File: config.mk
export PLATFORM = sky130hd
export DESIGN_NAME = cache_fill_fsm_flat
export DESIGN_NICKNAME = d
export VERILOG_FILES = /design/src/rtl/cache_fill_fsm_pkg.sv /design/src/rtl/cache_fill_fsm_if.sv /design/src/rtl/cache_fill_fsm_fill_counter.sv /design/src/rtl/cache_fill_fsm.sv /design/src/flat_wrapper.sv
export SDC_FILE = /design/constraint.sdc
export NUM_CORES = 1
export LEC_CHECK = 0
export CAP_MARGIN = 15
export CORE_ASPECT_RATIO = 1.75
export CORE_UTILIZATION = 39
export CTS_CLUSTER_DIAMETER = 60
export CTS_CLUSTER_SIZE = 8
export DETAILED_ROUTE_END_ITERATION = 7
export PLACE_DENSITY = 0.85
export SLEW_MARGIN = 20
export SYNTH_ARGS = -nofsm -noshare
export SYNTH_HDL_FRONTEND = slang
export SYNTH_HIERARCHICAL = 1
export SYNTH_SLANG_ARGS = --single-unit
File: constraint.sdc
create_clock -name clk -period 3 [get_ports clk]
set_input_delay 0.9 -clock clk [delete_from_list [all_inputs] [get_ports clk]]
set_output_delay 0.9 -clock clk [all_outputs]
set_load 0.005 [all_outputs]
File: src/rtl/cache_fill_fsm_pkg.sv
// rtl/cache_fill_fsm_pkg.sv - shared types and constants for the cache block fill FSM
//
// Purpose: state encoding and block geometry shared by the fill FSM, its
// interface and its counters.
// Ports: none (package).
package cache_fill_fsm_pkg;

  typedef enum logic [0:0] {
    ST_IDLE = 1'b0,
    ST_FILL = 1'b1
  } fill_state_e;

  localparam int BLOCK_BYTES         = 16;
  localparam int WORD_BYTES          = 2;
  localparam int DEF_WORDS_PER_BLOCK = BLOCK_BYTES / WORD_BYTES;
  localparam int OFFSET_W            = $clog2(DEF_WORDS_PER_BLOCK);

endpackage

File: src/rtl/cache_fill_fsm_if.sv
// rtl/cache_fill_fsm_if.sv - cache/memory/array signal bundle for the fill FSM
//
// Purpose: groups the miss request, memory read port and array write port.
// Ports (master = fill FSM side):
//   in : miss_detected, miss_address, memory_data_valid, memory_data
//   out: fsm_busy, mem_enable, memory_address, write_data_array, word_offset,
//        data_to_array, write_tag_array, block_base
interface cache_fill_fsm_if
  import cache_fill_fsm_pkg::*;
#(
  parameter int ADDR_WIDTH = 16,
  parameter int OFF_W      = OFFSET_W
);

  logic                  miss_detected;
  logic [ADDR_WIDTH-1:0] miss_address;
  logic                  memory_data_valid;
  logic [15:0]           memory_data;
  logic                  fsm_busy;
  logic                  mem_enable;
  logic [ADDR_WIDTH-1:0] memory_address;
  logic                  write_data_array;
  logic [OFF_W-1:0]      word_offset;
  logic [15:0]           data_to_array;
  logic                  write_tag_array;
  logic [ADDR_WIDTH-1:0] block_base;

  modport master (
    input  miss_detected, miss_address, memory_data_valid, memory_data,
    output fsm_busy, mem_enable, memory_address, write_data_array,
           word_offset, data_to_array, write_tag_array, block_base
  );

  modport slave (
    output miss_detected, miss_address, memory_data_valid, memory_data,
    input  fsm_busy, mem_enable, memory_address, write_data_array,
           word_offset, data_to_array, write_tag_array, block_base
  );

endinterface

File: src/rtl/cache_fill_fsm_fill_counter.sv
// rtl/cache_fill_fsm_fill_counter.sv - clearable enabled up-counter with terminal count
//
// Purpose: counts issued requests or received words within one block fill.
// Ports:
//   clk, rst : clock, asynchronous active-high reset
//   clr_i    : synchronous clear (wins over en_i)
//   en_i     : increment enable
//   cnt_o    : current count
//   tc_o     : count equals TC
module cache_fill_fsm_fill_counter
  import cache_fill_fsm_pkg::*;
#(
  parameter int          W  = 4,
  parameter int unsigned TC = 8
) (
  input  logic         clk,
  input  logic         rst,
  input  logic         clr_i,
  input  logic         en_i,
  output logic [W-1:0] cnt_o,
  output logic         tc_o
);

  logic [W-1:0] cnt_q, cnt_d;

  always_comb begin
    cnt_d = cnt_q;
    if (clr_i) begin
      cnt_d = '0;
    end else if (en_i) begin
      cnt_d = cnt_q + W'(1);
    end
  end

  always_ff @(posedge clk or posedge rst) begin
    if (rst) begin
      cnt_q <= '0;
    end else begin
      cnt_q <= cnt_d;
    end
  end

  assign cnt_o = cnt_q;
  assign tc_o  = (cnt_q == W'(TC));

endmodule

File: src/rtl/cache_fill_fsm.sv
// rtl/cache_fill_fsm.sv - L1 miss handler that fills one block from word memory
//
// Purpose: on a miss, issues one read per word of the block, writes returned
// words into the data array by offset, and writes the tag with the last word.
// Ports:
//   clk, rst : clock, asynchronous active-high reset
//   bus      : cache_fill_fsm_if.master (miss in, memory request/return,
//              data/tag array writes, fsm_busy stall, block_base)
module cache_fill_fsm
  import cache_fill_fsm_pkg::*;
#(
  parameter int ADDR_WIDTH      = 16,
  parameter int WORDS_PER_BLOCK = DEF_WORDS_PER_BLOCK
) (
  input  logic             clk,
  input  logic             rst,
  cache_fill_fsm_if.master bus
);

  localparam int OFF_W   = $clog2(WORDS_PER_BLOCK);
  // One extra bit so the request counter can sit at WORDS_PER_BLOCK.
  localparam int CNT_W   = OFF_W + 1;
  localparam int ALIGN_W = $clog2(2 * WORDS_PER_BLOCK);

  localparam logic [ADDR_WIDTH-1:0] ALIGN_MASK =
    ~((ADDR_WIDTH'(1) << ALIGN_W) - ADDR_WIDTH'(1));

  localparam logic [0:0] S_IDLE = ST_IDLE;
  localparam logic [0:0] S_FILL = ST_FILL;

  logic [0:0]            state_q, state_d;
  logic [ADDR_WIDTH-1:0] block_base_q, block_base_d;
  logic [CNT_W-1:0]      req_cnt, rcv_cnt;
  logic                  req_done, rcv_last;
  logic                  in_fill, start_fill, req_en, rcv_en, last_word;
  logic [ADDR_WIDTH-1:0] req_offset;
  logic                  unused_rcv_msb;

  assign in_fill    = (state_q == S_FILL);
  assign start_fill = (state_q == S_IDLE) && bus.miss_detected;
  assign req_en     = in_fill && !req_done;
  assign rcv_en     = in_fill && bus.memory_data_valid;
  assign last_word  = rcv_en && rcv_last;

  cache_fill_fsm_fill_counter #(
    .W  (CNT_W),
    .TC (WORDS_PER_BLOCK)
  ) u_req_counter (
    .clk   (clk),
    .rst   (rst),
    .clr_i (start_fill),
    .en_i  (req_en),
    .cnt_o (req_cnt),
    .tc_o  (req_done)
  );

  // Terminal count at the last offset flags the word that completes the block.
  cache_fill_fsm_fill_counter #(
    .W  (CNT_W),
    .TC (WORDS_PER_BLOCK - 1)
  ) u_rcv_counter (
    .clk   (clk),
    .rst   (rst),
    .clr_i (start_fill),
    .en_i  (rcv_en),
    .cnt_o (rcv_cnt),
    .tc_o  (rcv_last)
  );

  // Only the offset bits of the receive count address the array.
  assign unused_rcv_msb = rcv_cnt[CNT_W-1];

  always_comb begin
    state_d      = state_q;
    block_base_d = block_base_q;
    if (start_fill) begin
      state_d      = S_FILL;
      block_base_d = bus.miss_address & ALIGN_MASK;
    end else if (last_word) begin
      state_d = S_IDLE;
    end
  end

  always_ff @(posedge clk or posedge rst) begin
    if (rst) begin
      state_q      <= S_IDLE;
      block_base_q <= '0;
    end else begin
      state_q      <= state_d;
      block_base_q <= block_base_d;
    end
  end

  assign req_offset = ADDR_WIDTH'(req_cnt) * ADDR_WIDTH'(WORD_BYTES);

  assign bus.fsm_busy         = in_fill;
  assign bus.mem_enable       = req_en;
  assign bus.memory_address   = req_en ? (block_base_q + req_offset) : '0;
  // Array writes follow the returned data in the same cycle; outputs are
  // held at zero whenever no write is taking place.
  assign bus.write_data_array = rcv_en;
  assign bus.word_offset      = rcv_en ? rcv_cnt[OFF_W-1:0] : '0;
  assign bus.data_to_array    = rcv_en ? bus.memory_data : '0;
  assign bus.write_tag_array  = last_word;
  assign bus.block_base       = block_base_q;

endmodule
File: src/flat_wrapper.sv
// flat-port wrapper written by rule: the top's interface ports become plain ports
module cache_fill_fsm_flat import cache_fill_fsm_pkg::*;
#(
  parameter int ADDR_WIDTH      = 16,
  parameter int WORDS_PER_BLOCK = DEF_WORDS_PER_BLOCK
)
  (clk, rst, bus_miss_detected, bus_miss_address, bus_memory_data_valid, bus_memory_data, bus_fsm_busy, bus_mem_enable, bus_memory_address, bus_write_data_array, bus_word_offset, bus_data_to_array, bus_write_tag_array, bus_block_base);
  cache_fill_fsm_if #(.ADDR_WIDTH(ADDR_WIDTH)) bus_i ();
  input  logic clk;
  input  logic rst;
  input wire logic [$bits(bus_i.miss_detected)-1:0] bus_miss_detected;
  input wire logic [$bits(bus_i.miss_address)-1:0] bus_miss_address;
  input wire logic [$bits(bus_i.memory_data_valid)-1:0] bus_memory_data_valid;
  input wire logic [$bits(bus_i.memory_data)-1:0] bus_memory_data;
  output wire logic [$bits(bus_i.fsm_busy)-1:0] bus_fsm_busy;
  output wire logic [$bits(bus_i.mem_enable)-1:0] bus_mem_enable;
  output wire logic [$bits(bus_i.memory_address)-1:0] bus_memory_address;
  output wire logic [$bits(bus_i.write_data_array)-1:0] bus_write_data_array;
  output wire logic [$bits(bus_i.word_offset)-1:0] bus_word_offset;
  output wire logic [$bits(bus_i.data_to_array)-1:0] bus_data_to_array;
  output wire logic [$bits(bus_i.write_tag_array)-1:0] bus_write_tag_array;
  output wire logic [$bits(bus_i.block_base)-1:0] bus_block_base;
  assign bus_i.miss_detected = bus_miss_detected;
  assign bus_i.miss_address = bus_miss_address;
  assign bus_i.memory_data_valid = bus_memory_data_valid;
  assign bus_i.memory_data = bus_memory_data;
  assign bus_fsm_busy = bus_i.fsm_busy;
  assign bus_mem_enable = bus_i.mem_enable;
  assign bus_memory_address = bus_i.memory_address;
  assign bus_write_data_array = bus_i.write_data_array;
  assign bus_word_offset = bus_i.word_offset;
  assign bus_data_to_array = bus_i.data_to_array;
  assign bus_write_tag_array = bus_i.write_tag_array;
  assign bus_block_base = bus_i.block_base;
  cache_fill_fsm #(.ADDR_WIDTH(ADDR_WIDTH), .WORDS_PER_BLOCK(WORDS_PER_BLOCK)) u_core (.clk(clk), .rst(rst), .bus(bus_i));
endmodule
==> results of run 1 <==
## final timing paths
kind,from,to,cells after the start
min in group asynchronous,rst,u_core/u_req_counter/cnt_o[3]$_DFFE_PP0P_,2
max in group asynchronous,rst,u_core/bus.block_base[4]$_DFFE_PP0P_,2
worst max register to register,u_core/u_req_counter/cnt_o[0]$_DFFE_PP0P_,u_core/u_req_counter/cnt_o[3]$_DFFE_PP0P_,8
worst min register to register,u_core/bus.block_base[15]$_DFFE_PP0P_,u_core/bus.block_base[15]$_DFFE_PP0P_,1
worst min-delay path,u_core/bus.block_base[15]$_DFFE_PP0P_,u_core/bus.block_base[15]$_DFFE_PP0P_,1
worst max-delay path,u_core/u_req_counter/cnt_o[0]$_DFFE_PP0P_,bus_memory_address[6],7
## area by class of cell
type / instances / area [sq um]
inverters: 8 / 32.53
fillers: 285 / 979.7
well taps: 45 / 56.30
clock inverters: 1 / 5.005
flip-flops and latches: 21 / 526.8
multi-input cells: 116 / 845.8
clock buffers: 3 / 41.29
repair buffers: 98 / 945.9
## cell usage after synthesis (all sizes together) (2+ instances only)
cell type  instances  area [sq um]
a21bo              2         20.02
a21oi              8         40.04
and2               6         37.54
and3              20         125.1
buf                6         42.54
clkbuf             6         22.52
dfrtp             21         525.5
ha                 5         62.56
inv                8         30.03
mux2              12         142.6
mux2i              2         20.02
nand2              6         22.52
nand3              3         20.02
nand3b             2         15.01
nand4              5         43.79
nor2              12         45.04
nor2b              3         18.77
o21a               2         15.01
o21ai              4         20.02
o31ai              4         30.03
or3                2         12.51
or4                4         30.03
xnor2              4         35.03
xor2               2         17.52
## cell families (layout without fill, tap and decap cells)
| group | after synthesis | in the layout | share of synthesized area [%] |
|---|---|---|---|
| compound gates | 20 | 20 | 8.826 |
| mux | 14 | 14 | 11.47 |
| buf+inv | 20 | 110 | 6.708 |
| fa+ha+maj | 5 | 5 | 4.413 |
| flops | 21 | 21 | 37.07 |
| other cells | 1 | 5 | 0.2645 |
| xor+xnor | 6 | 6 | 3.707 |
| simple gates | 66 | 66 | 27.54 |
## state kept, by name (all words and copies together), names as in the netlist
| signal | count |
|---|---|
| u_core/bus.block_base | 12 |
| u_core/u_req_counter/cnt_o | 4 |
| u_core/u_rcv_counter/cnt_o | 4 |
| u_core/bus.fsm_busy | 1 |
## per-layer routing
layer / up-vias / part of all wire, % / global-route usage, %
li1: 716 / - / -
met1: 708 / 38 / 21.90
met2: 33 / 57 / 37.95
met3: 9 / 2.7 / 1.978
met4: 0 / 2.4 / 8.333
met5: - / 0 / 0
## critical path: cells and delay by family, from the launching register on
family,cells,cell delay (ns)
fa+ha+maj,1,0.18
buf+inv,3,0.76
flops,1,0.37
simple gates,3,0.44
## power groups by stage
stage	clock [uW]	combinational, uW	sequential [uW]
detailed placement	0	1260	619
floorplan	0	559	587
CTS	189	1320	605
global route	201	1480	638
global placement	0	1220	612
finish	182	1350	610
## what timing repair did
action | 4_1_cts | 5_1_grt
cloned | 1 | 0
hold buffers | 0 | 0
endpoints found under the setup margin | 35 | 7
gates resized for setup | 12 | 8
pin swaps | 0 | 1
buffers inserted | 4 | 4
## cell usage in the layout (no fill, tap or decap), drive strengths merged, types with 6 or more instances in the layout
| master | count |
|---|---|
| buf | 17 |
| nor2 | 12 |
| mux2 | 12 |
| clkdlybuf4s50 | 71 |
| dfrtp | 21 |
| and2 | 6 |
| a21oi | 8 |
| and3 | 20 |
| nand2 | 6 |
| inv | 8 |
## stage by stage
| step | setup TNS, ns | hold WS [ns] | total power, uW | utilization [%] | instance area [sq um] |
|---|---|---|---|---|---|
| detailed placement | -1.527 | 0.5707 | 1875 | 66.91 | 2297 |
| global route | -0.02371 | 0.5954 | 2319 | 71.47 | 2454 |
| CTS | -0.2442 | 0.5877 | 2113 | 69.83 | 2397 |
| global placement | -1.393 | 0.5547 | 1836 | 66.91 | 2297 |
| finish | 0 | 0.5823 | 2143 | 71.47 | 2454 |
| floorplan | 0 | 0.5283 | 1146 | - | 1433 |
==> flow_metrics.tcl, run 1 <==
set metrics [dict create \
    timing.critical_path.arrival_ns 2.02 \
    hold_class "flip-flop to flip-flop" \
    post_synth_design_cell_area_sq_um 1418 \
    worst_slack_ns 0.07878 \
    status "completed" \
    crit_slowest_cell "sky130_fd_sc_hd__clkdlybuf4s50_1" \
    setup.worst_path.start_class "flip-flop" \
    placed_cells 279 \
    fin_cells 292 \
    synth-seq-cells 21 \
    cts.sinks 21 \
    cts_htree_levels 1 \
    power_switching_share_pct 35.81 \
    core-area_sq_um 3433 \
    synth_edf_count 0 \
    timing_worst_slew_pin_value_ns 0.5524 \
    vias_per_cell 5.021 \
    grt_first_pass_wirelength_um 5782 \
    finalWorstPathRequiredPeriod_ns 2.921 \
    netlist_instances 153 \
    report.final.setup_viol 0 \
    maxCapViolations 0 \
    detail_route.wirelength_um 3973 \
    antenna_found_initial 0 \
    endpoint_kind "output pin" \
    drt-wirelength-per-cell_um 13.61 \
    synth.distinct_cells 32 \
    clock-skew-final_ns 0.006470 \
    synthArstFlopShare_pct 100.0 \
    ff2ff_setup_slack_ns 1.28 \
    crit_fanout 9 \
    max_root_sink_buffers 2 \
    timing_max_transition_violations_final 0 \
    final_net_count 289 \
    ys.warnings.count 6 \
    floorplan.initialDensity_pct 41.29 \
    grt.total_usage_pct 20.38 \
    die_h_um 81.76 \
    layout-area-overhead-vs-synth_pct 73.08 \
    power.switching_uw 767.4 \
    clock_pin_slew_on_the_worst_setup_and_hold_paths_ns 0.08 \
    share_of_final_layout_standard_cells_stronger_than_drive_strength_1_pct 18.22 \
    first_global_vias 1312 \
    post-route-drc-count 0 \
    grt_max_degree 25 \
    io-pin-count 91 \
    globalRouteOverflowTotal 0 \
    gp_congestion 0.7376 \
    fmax_ghz 0.3423 \
    fp.dieArea_sq_um 3889 \
    cts_tree "yes" \
    drt-pass1-iter-count 4 \
    dieWidth_um 47.58 \
    placement_rows 28 \
    timing.critical_path.cells "inv_1, ha_1, and3b_1, nand2b_1, buf_4, nor2_1, clkdlybuf4s50_1" \
    critPathRequiredTime_ns 2.10 \
    p_seq_share_pct 28.5 \
    power_frac_clock_pct 8.5 \
    tritoncts.num_buffers 3 \
    port_buffers 81 \
    remaining_max_slew_budget_at_the_tightest_pin_pct 63.13 \
    finalCritPeriodShare_pct 97.37 \
    p_int_uw 1376 \
    dp_hpwl_um 2928 \
    detailroute.via_count 1466 \
    power.ir.vdd_worst_mv 0.7866 \
    antenna_violating_nets_post_route 0 \
    post_synth.cell_area_avg_sq_um 9.265 \
    total_leakage_power_uw 0.001152 \
    clk_root_buffer_cell "sky130_fd_sc_hd__clkbuf_8" \
    cellPowerDensity_nw_per_um2 873.5 \
    synth-main-ff-cell "sky130_fd_sc_hd__dfrtp_1" \
    placement.setup.worst_slack_ns -0.09840 \
    max_stage_delay_ns 0.52 \
    antenna_cells_inserted 0 \
    drt_iter0_drc 16 \
    critical_path_start_end_classification "flip-flop to output pin" \
    yosysSeqAreaShare_pct 37.07 \
    clk-insertion-delay-late_ns 0.26 \
    timing.final.hold_violations 0 \
    pwr-share-comb_pct 63.0 \
]
No activity file was read; power rests on OpenSTA's default activity.
==> run 2: changes to the inputs <==
SETUP_SLACK_MARGIN = 0.15   (was unset)
==> run 2 against run 1 <==
  * Cell count grew 5.1%
  * Clock power is essentially flat
  * Critical path type unchanged
  * Worst hold slack gained 0.014 ns
  * Fmax shrank 1.7%
  * Cell area grew 5.1%
==> flow_metrics.tcl, run 2 (same netlist as run 1, synthesis figures left out) <==
set metrics [dict create \
    layout_commonest_cell "sky130_fd_sc_hd__clkdlybuf4s50_1" \
    port_buffers 81 \
    power_after_layout_uw 2278 \
    crit_slowest_cell "sky130_fd_sc_hd__dfrtp_1" \
    clock_pin_slew_on_the_worst_setup_and_hold_paths_ns 0.08 \
    clock-skew-final_ns 0.003009 \
    tritoncts.num_buffers 3 \
    fmax_ghz 0.3363 \
    first_global_vias 1492 \
    die_h_um 81.76 \
    fp.dieArea_sq_um 3889 \
    timing.final.hold_violations 0 \
    final_net_count 304 \
    globalRouteOverflowTotal 0 \
    hold_class "flip-flop to flip-flop" \
    grt_first_pass_wirelength_um 6782 \
    drt-wirelength-per-cell_um 15.45 \
    detail_route.wirelength_um 4744 \
    reg2reg_depth 8 \
    core-area_sq_um 3433 \
    clk_root_buffer_cell "sky130_fd_sc_hd__clkbuf_8" \
    max_root_sink_buffers 2 \
    drt-pass1-iter-count 5 \
    largest_register_ff_count 12 \
    power.ir.vdd_worst_mv 0.7703 \
    timing.critical_path.cells "buf_6, buf_6, buf_6, buf_6, ha_4, nand4_4, buf_6, buf_6, or3_1, a21oi_1, buf_2" \
    cts.sinks 21 \
    fill_cell_total_of_the_finished_layout 266 \
    endpoint_kind "output pin" \
    min_path_cells 2 \
    grt.total_usage_pct 24.37 \
    timing_worst_slew_pin_value_ns 0.5491 \
    io-pin-count 91 \
    critical_path.most_common_cell "sky130_fd_sc_hd__buf_6" \
    ctsHoldBuffers 0 \
    antenna_cells_inserted 0 \
    floorplan.initialDensity_pct 41.29 \
    grt_max_degree 25 \
    max_stage_delay_ns 0.39 \
    power.switching_uw 879.5 \
    finalCritPeriodShare_pct 99.11 \
    detailroute.via_count 1599 \
    layout-area-overhead-vs-synth_pct 81.91 \
    maxCapViolations 0 \
    total_leakage_power_uw 0.001274 \
    timing.critical_path.arrival_ns 2.07 \
    finalWorstPathRequiredPeriod_ns 2.973 \
    critical_path_start_end_classification "flip-flop to output pin" \
    dieWidth_um 47.58 \
    timing_max_transition_violations_final 0 \
    report.final.setup_viol 0 \
    cts_tree "yes" \
    most-common-layout-cells "sky130_fd_sc_hd__clkdlybuf4s50_1, sky130_fd_sc_hd__dlygate4sd2_1, sky130_fd_sc_hd__buf_4" \
    status "completed" \
    clk-insertion-delay-late_ns 0.26 \
    gp_congestion 0.7376 \
    setup.worst_path.start_class "flip-flop" \
    p_seq_share_pct 27.7 \
    antenna_found_initial 0 \
    pwr-share-comb_pct 64.3 \
    power_switching_share_pct 38.61 \
    p_int_uw 1398 \
    vias_per_cell 5.208 \
    final_util_pct 75.11 \
    crit_fanout 4 \
    unrepaired_setup_endpoints_after_global_routing "yes" \
    critPathRequiredTime_ns 2.10 \
    placement_rows 28 \
    cts_htree_levels 1 \
    dp_hpwl_um 2928 \
    remaining_max_slew_budget_at_the_tightest_pin_pct 63.35 \
    share_of_final_layout_standard_cells_stronger_than_drive_strength_1_pct 27.48 \
    antenna_violating_nets_post_route 0 \
    post-route-drc-count 0 \
    power_frac_clock_pct 8.0 \
    drt_iter0_drc 55 \
    cellPowerDensity_nw_per_um2 883.3 \
]
[run 2: cell types whose count changed in the layout (fill, tap and decap cells not counted), moves of 2 or more]
| cell | delta |
|---|---|
| sky130_fd_sc_hd__buf_4 | +7 |
| sky130_fd_sc_hd__clkdlybuf4s50_1 | -24 |
| sky130_fd_sc_hd__buf_2 | +4 |
| sky130_fd_sc_hd__dfrtp_1 | -2 |
| sky130_fd_sc_hd__dfrtp_2 | +2 |
| sky130_fd_sc_hd__buf_6 | +7 |
| sky130_fd_sc_hd__clkbuf_2 | +3 |
| sky130_fd_sc_hd__dlygate4sd2_1 | +17 |
[run 2: final timing paths]
path,start,to,slack (ns)
worst max-delay path,u_core/bus.block_base[4]$_DFFE_PP0P_,bus_memory_address[10],0.03
min in group asynchronous,rst,u_core/u_rcv_counter/cnt_o[0]$_DFFE_PP0P_,0.88
worst min register to register,u_core/u_rcv_counter/cnt_o[1]$_DFFE_PP0P_,u_core/u_rcv_counter/cnt_o[1]$_DFFE_PP0P_,0.60
worst min-delay path,u_core/u_rcv_counter/cnt_o[1]$_DFFE_PP0P_,u_core/u_rcv_counter/cnt_o[1]$_DFFE_PP0P_,0.60
worst max register to register,u_core/u_req_counter/cnt_o[0]$_DFFE_PP0P_,u_core/u_req_counter/cnt_o[3]$_DFFE_PP0P_,1.25
max in group asynchronous,rst,u_core/bus.block_base[5]$_DFFE_PP0P_,1.56
[run 2: through the flow]
stage / area, sq um / std cells / setup WS, ns / TNS, ns / hold WS, ns
detailed placement: 2297 / 279 / -0.09840 / -1.527 / 0.5707
finish: 2579 / 307 / 0.02684 / 0 / 0.5961
global placement: 2297 / 279 / -0.09243 / -1.393 / 0.5547
CTS: 2520 / 301 / 0.01293 / 0 / 0.5877
global route: 2579 / 307 / -0.04270 / -0.06013 / 0.6228
floorplan: 1433 / 157 / 0.6129 / 0 / 0.5283
[run 2: layer usage]
layer | GRT usage [%] | vias to the layer above | routed length, um
met2 | 42.74 | 63 | 2709
li1 | - | 746 | -
met4 | 15.00 | 0 | 227
met3 | 4.396 | 22 | 185
met1 | 25.07 | 768 | 1621
met5 | 0 | - | 0
[run 2: power by group through the flow]
| stage | logic [uW] | registers [uW] | clock network, uW |
|---|---|---|---|
| finish | 1460 | 631 | 183 |
| global route | 1580 | 653 | 204 |
| CTS | 1380 | 622 | 189 |
| detailed placement | 1260 | 619 | 0 |
| global placement | 1220 | 612 | 0 |
| floorplan | 559 | 587 | 0 |
[run 2: cell type report]
| class | instances | area, sq um | share of cell area (%) |
|---|---|---|---|
| Sequential cell | 21 | 529.3 | 20.52 |
| Multi-Input combinational cell | 116 | 883.3 | 34.26 |
| Clock inverter | 1 | 5.005 | 0.1941 |
| Timing Repair Buffer | 112 | 1021 | 39.59 |
| Inverter | 8 | 35.03 | 1.359 |
| Timing Repair inverter | 1 | 7.507 | 0.2911 |
| Tap cell | 45 | 56.30 | 2.183 |
| Clock buffer | 3 | 41.29 | 1.601 |
[run 2: what timing repair did]
| item | in CTS | in global routing |
|---|---|---|
| setup endpoints to repair | 37 | 15 |
| pin swaps | 9 | 1 |
| resized for setup | 64 | 13 |
| cloned | 2 | 0 |
| setup buffers | 16 | 6 |
[run 2: critical path, delay by kind of cell, from the launching register on]
| kind | cells | cell delay (ns) |
|---|---|---|
| adder cells (fa/ha/maj) | 1 | 0.14 |
| buffers and inverters | 7 | 0.73 |
| AO/OA/AOI/OAI | 1 | 0.13 |
| AND/OR/NAND/NOR | 2 | 0.42 |
| flip-flops | 1 | 0.39 |
==> run 3: changes to the inputs <==
ABC_AREA = 1   (was unset)
CORE_UTILIZATION = 60   (was 39)
DONT_BUFFER_PORTS = 1   (was unset)
PLACE_DENSITY = 0.76   (was 0.85)
==> run 3 against run 2 <==
  * Sequential share of layout area grew 13 points
  * Register-to-register slack improved by 0.06 ns
  * Worst hold slack lost 0.20 ns
  * Worst setup slack gained 0.30 ns
  * Largest cell class is now multi-input gates
==> flow_metrics.tcl, run 3 <==
set metrics [dict create \
    status "completed" \
    timing.setup.tns_ns 0 \
    vias_per_cell 5.373 \
    netlist_instances 235 \
    clock-skew-final_ns 0.004182 \
    post-synth-top-count-cell "sky130_fd_sc_hd__nand2_1" \
    cellPowerDensity_nw_per_um2 992.7 \
    hold_class "primary input to asynchronous set/reset pin" \
    final_area_sq_um 1546 \
    drt_iter0_drc 45 \
    grt_first_pass_wirelength_um 4554 \
    finalCritPeriodShare_pct 88.96 \
    endpoint_kind "output pin" \
    finalWorstPathRequiredPeriod_ns 2.669 \
    global_route.usage.met2_pct 45.77 \
    grtUsageMet3_pct 5.844 \
    detailroute.via_count 1397 \
    antenna_violating_nets_post_route 0 \
    cts.repair_timing.setup_buffer_count 0 \
    tritoncts.num_buffers 3 \
    placement_rows 23 \
    remaining_max_slew_budget_at_the_tightest_pin_pct 59.49 \
    power.ir.vdd_worst_mv 0.5936 \
    max_stage_delay_ns 0.40 \
    timing.critical_path.buf_inv 2 \
    post_synth_design_cell_area_sq_um 1505 \
    grt_busiest_layer "met2" \
    yosysSeqAreaShare_pct 34.91 \
    synth.distinct_cells 20 \
    antenna_found_initial 0 \
    placedInstanceArea_sq_um 1495 \
    io-pin-count 91 \
    detail_route.wirelength_um 3306 \
    synth-seq-cells 21 \
    port_buffers 0 \
    cp_top_family "flip-flops" \
    multi_input_comb_area_sq_um 748.2 \
    setup.worst_path.start_class "flip-flop" \
    global_route.usage.met1_pct 23.04 \
    dieWidth_um 39.86 \
    dp_hpwl_um 2676 \
    maxCapViolations 0 \
    synthTopCellsByArea "sky130_fd_sc_hd__dfrtp_1, sky130_fd_sc_hd__nand2_1, sky130_fd_sc_hd__inv_1" \
    cts_tree "yes" \
    antenna_cells_inserted 0 \
    fp.dieArea_sq_um 2721 \
    final_net_count 277 \
    floorplan.initialDensity_pct 64.57 \
    layout_commonest_cell "sky130_fd_sc_hd__nand2_1" \
    synthArstFlopShare_pct 100.0 \
    most-common-layout-cells "sky130_fd_sc_hd__nand2_1, sky130_fd_sc_hd__inv_1, sky130_fd_sc_hd__nor2_1" \
    grt_max_degree 23 \
    power_frac_clock_pct 12.0 \
    unrepaired_setup_endpoints_after_global_routing "no" \
    fill_cell_total_of_the_finished_layout 221 \
    largest_register_ff_count 12 \
    total_leakage_power_uw 0.0009060 \
    timing.final.hold_violations 0 \
    drt-pass1-iter-count 4 \
    crit_fanout 9 \
    crit_slowest_cell "sky130_fd_sc_hd__dfrtp_1" \
    die_h_um 68.26 \
    netlist.area_leader.share_pct 34.91 \
    clk-insertion-delay-late_ns 0.26 \
    drt-wirelength-per-cell_um 12.72 \
    timing_worst_slew_pin_value_ns 0.6061 \
    fmax_ghz 0.3747 \
    layout-area-overhead-vs-synth_pct 2.743 \
    p_int_uw 774.7 \
    report.final.setup_viol 0 \
    core-area_sq_um 2331 \
    timing.critical_path.arrival_ns 1.77 \
    timing_max_transition_violations_final 0 \
    crit_start "u_core/u_req_counter/cnt_o[0]$_DFFE_PP0P_" \
    post-route-drc-count 0 \
    synth.top_cells.by_count "sky130_fd_sc_hd__nand2_1, sky130_fd_sc_hd__inv_1, sky130_fd_sc_hd__nor2_1" \
    critical_path_start_end_classification "flip-flop to output pin" \
    power_switching_share_pct 49.53 \
    first_global_vias 1148 \
    synth_edf_count 0 \
    r2r_start "u_core/bus.fsm_busy$_DFFE_PP0P_" \
    gp_congestion 0.7747 \
    ys.warnings.count 6 \
    p_seq_share_pct 39.9 \
    post_synth.cell_area_avg_sq_um 6.405 \
    globalRouteOverflowTotal 0 \
    clk_root_buffer_cell "sky130_fd_sc_hd__clkbuf_8" \
    pwr-share-comb_pct 48.2 \
    synth-main-ff-cell "sky130_fd_sc_hd__dfrtp_1" \
    max_root_sink_buffers 2 \
    cts.sinks 21 \
    timing.critical_path.cells "inv_1, ha_1, nand2_1, nor2_1, nor2_4, buf_4, o21ai_0, a21oi_1" \
    netlist.top_cell.by_area "sky130_fd_sc_hd__dfrtp_1" \
    power.switching_uw 760.4 \
    clock_pin_slew_on_the_worst_setup_and_hold_paths_ns 0.08 \
    critPathRequiredTime_ns 2.10 \
    grt.total_usage_pct 24.02 \
    cts_htree_levels 1 \
    worst_slack_ns 0.3312 \
    share_of_final_layout_standard_cells_stronger_than_drive_strength_1_pct 8.936 \
    area.sequential_sq_um 525.5 \
    final_util_pct 66.34 \
    placement.setup.worst_slack_ns 0.4901 \
]
run 3: changes by cell type after synthesis, sizes merged, moves of 6 or more:
cell and change:
nand2 +51, o21ai +9, mux2 -12, and2 -6, inv +42, and3 -20
nor2 +42
run 3: layout make-up:
type	count	area share (%)
clock buffers	3	2.670
clock inverters	1	0.3236
inverters	50	12.14
multi-input cells	159	48.38
flip-flops and latches	21	33.98
well taps	25	2.023
repair buffers	1	0.4854
run 3: cell families after synthesis:
family / Yosys count / synth area share, %
AO/OA/AOI/OAI: 24 / 8.063
XOR/XNOR: 1 / 0.5820
adder cells (fa/ha/maj): 5 / 4.156
buffers and inverters: 59 / 16.71
flip-flops: 21 / 34.91
other: 1 / 0.2491
AND/OR/NAND/NOR: 124 / 35.33
run 3: power groups by stage:
stage,clock (uW),sequential (uW),combinational (uW)
floorplan,0,570,624
global placement,0,609,702
detailed placement,0,619,731
CTS,185,613,736
global route,196,638,857
finish,184,612,740
run 3: per-layer routing:
metal / wire length [um] / vias to the layer above
met5: 0 / -
met4: 29 / 0
met3: 274 / 4
met2: 1815 / 59
met1: 1186 / 646
li1: - / 688
run 3: path summary, 6_finish.rpt:
| path | slack, ns | cells past startpoint | endpoint |
|---|---|---|---|
| max | 0.33 | 8 | bus_memory_address[8] |
| min | 0.40 | 1 | u_core/u_req_counter/cnt_o[3]$_DFFE_PP0P_ |
| max reg2reg | 1.31 | 6 | u_core/u_rcv_counter/cnt_o[3]$_DFFE_PP0P_ |
| min reg2reg | 0.56 | 2 | u_core/u_rcv_counter/cnt_o[3]$_DFFE_PP0P_ |
| max in group asynchronous | 2.13 | 1 | u_core/bus.block_base[14]$_DFFE_PP0P_ |
| min in group clk | 0.56 | 2 | u_core/u_rcv_counter/cnt_o[3]$_DFFE_PP0P_ |
run 3: timing repair:
action,4_1_cts,5_1_grt
endpoints found under the setup margin,0,9
hold buffers,0,0
gates resized for setup,0,1
endpoints found under the hold margin,0,0
run 3: through the flow:
step	cells	total power [uW]	hold slack, ns
floorplan	239	1194	0.5004
detailed placement	256	1350	0.5458
global route	260	1692	0.4129
global placement	256	1311	0.5133
CTS	260	1534	0.4068
finish	260	1535	0.4008
run 3: worst register-to-register path, delay by kind of cell, from the launching register on:
family                 cells  cell delay [ns]
buffers and inverters      2             0.37
flip-flops                 1             0.44
AND/OR/NAND/NOR            3             0.62
AO/OA/AOI/OAI              1             0.16
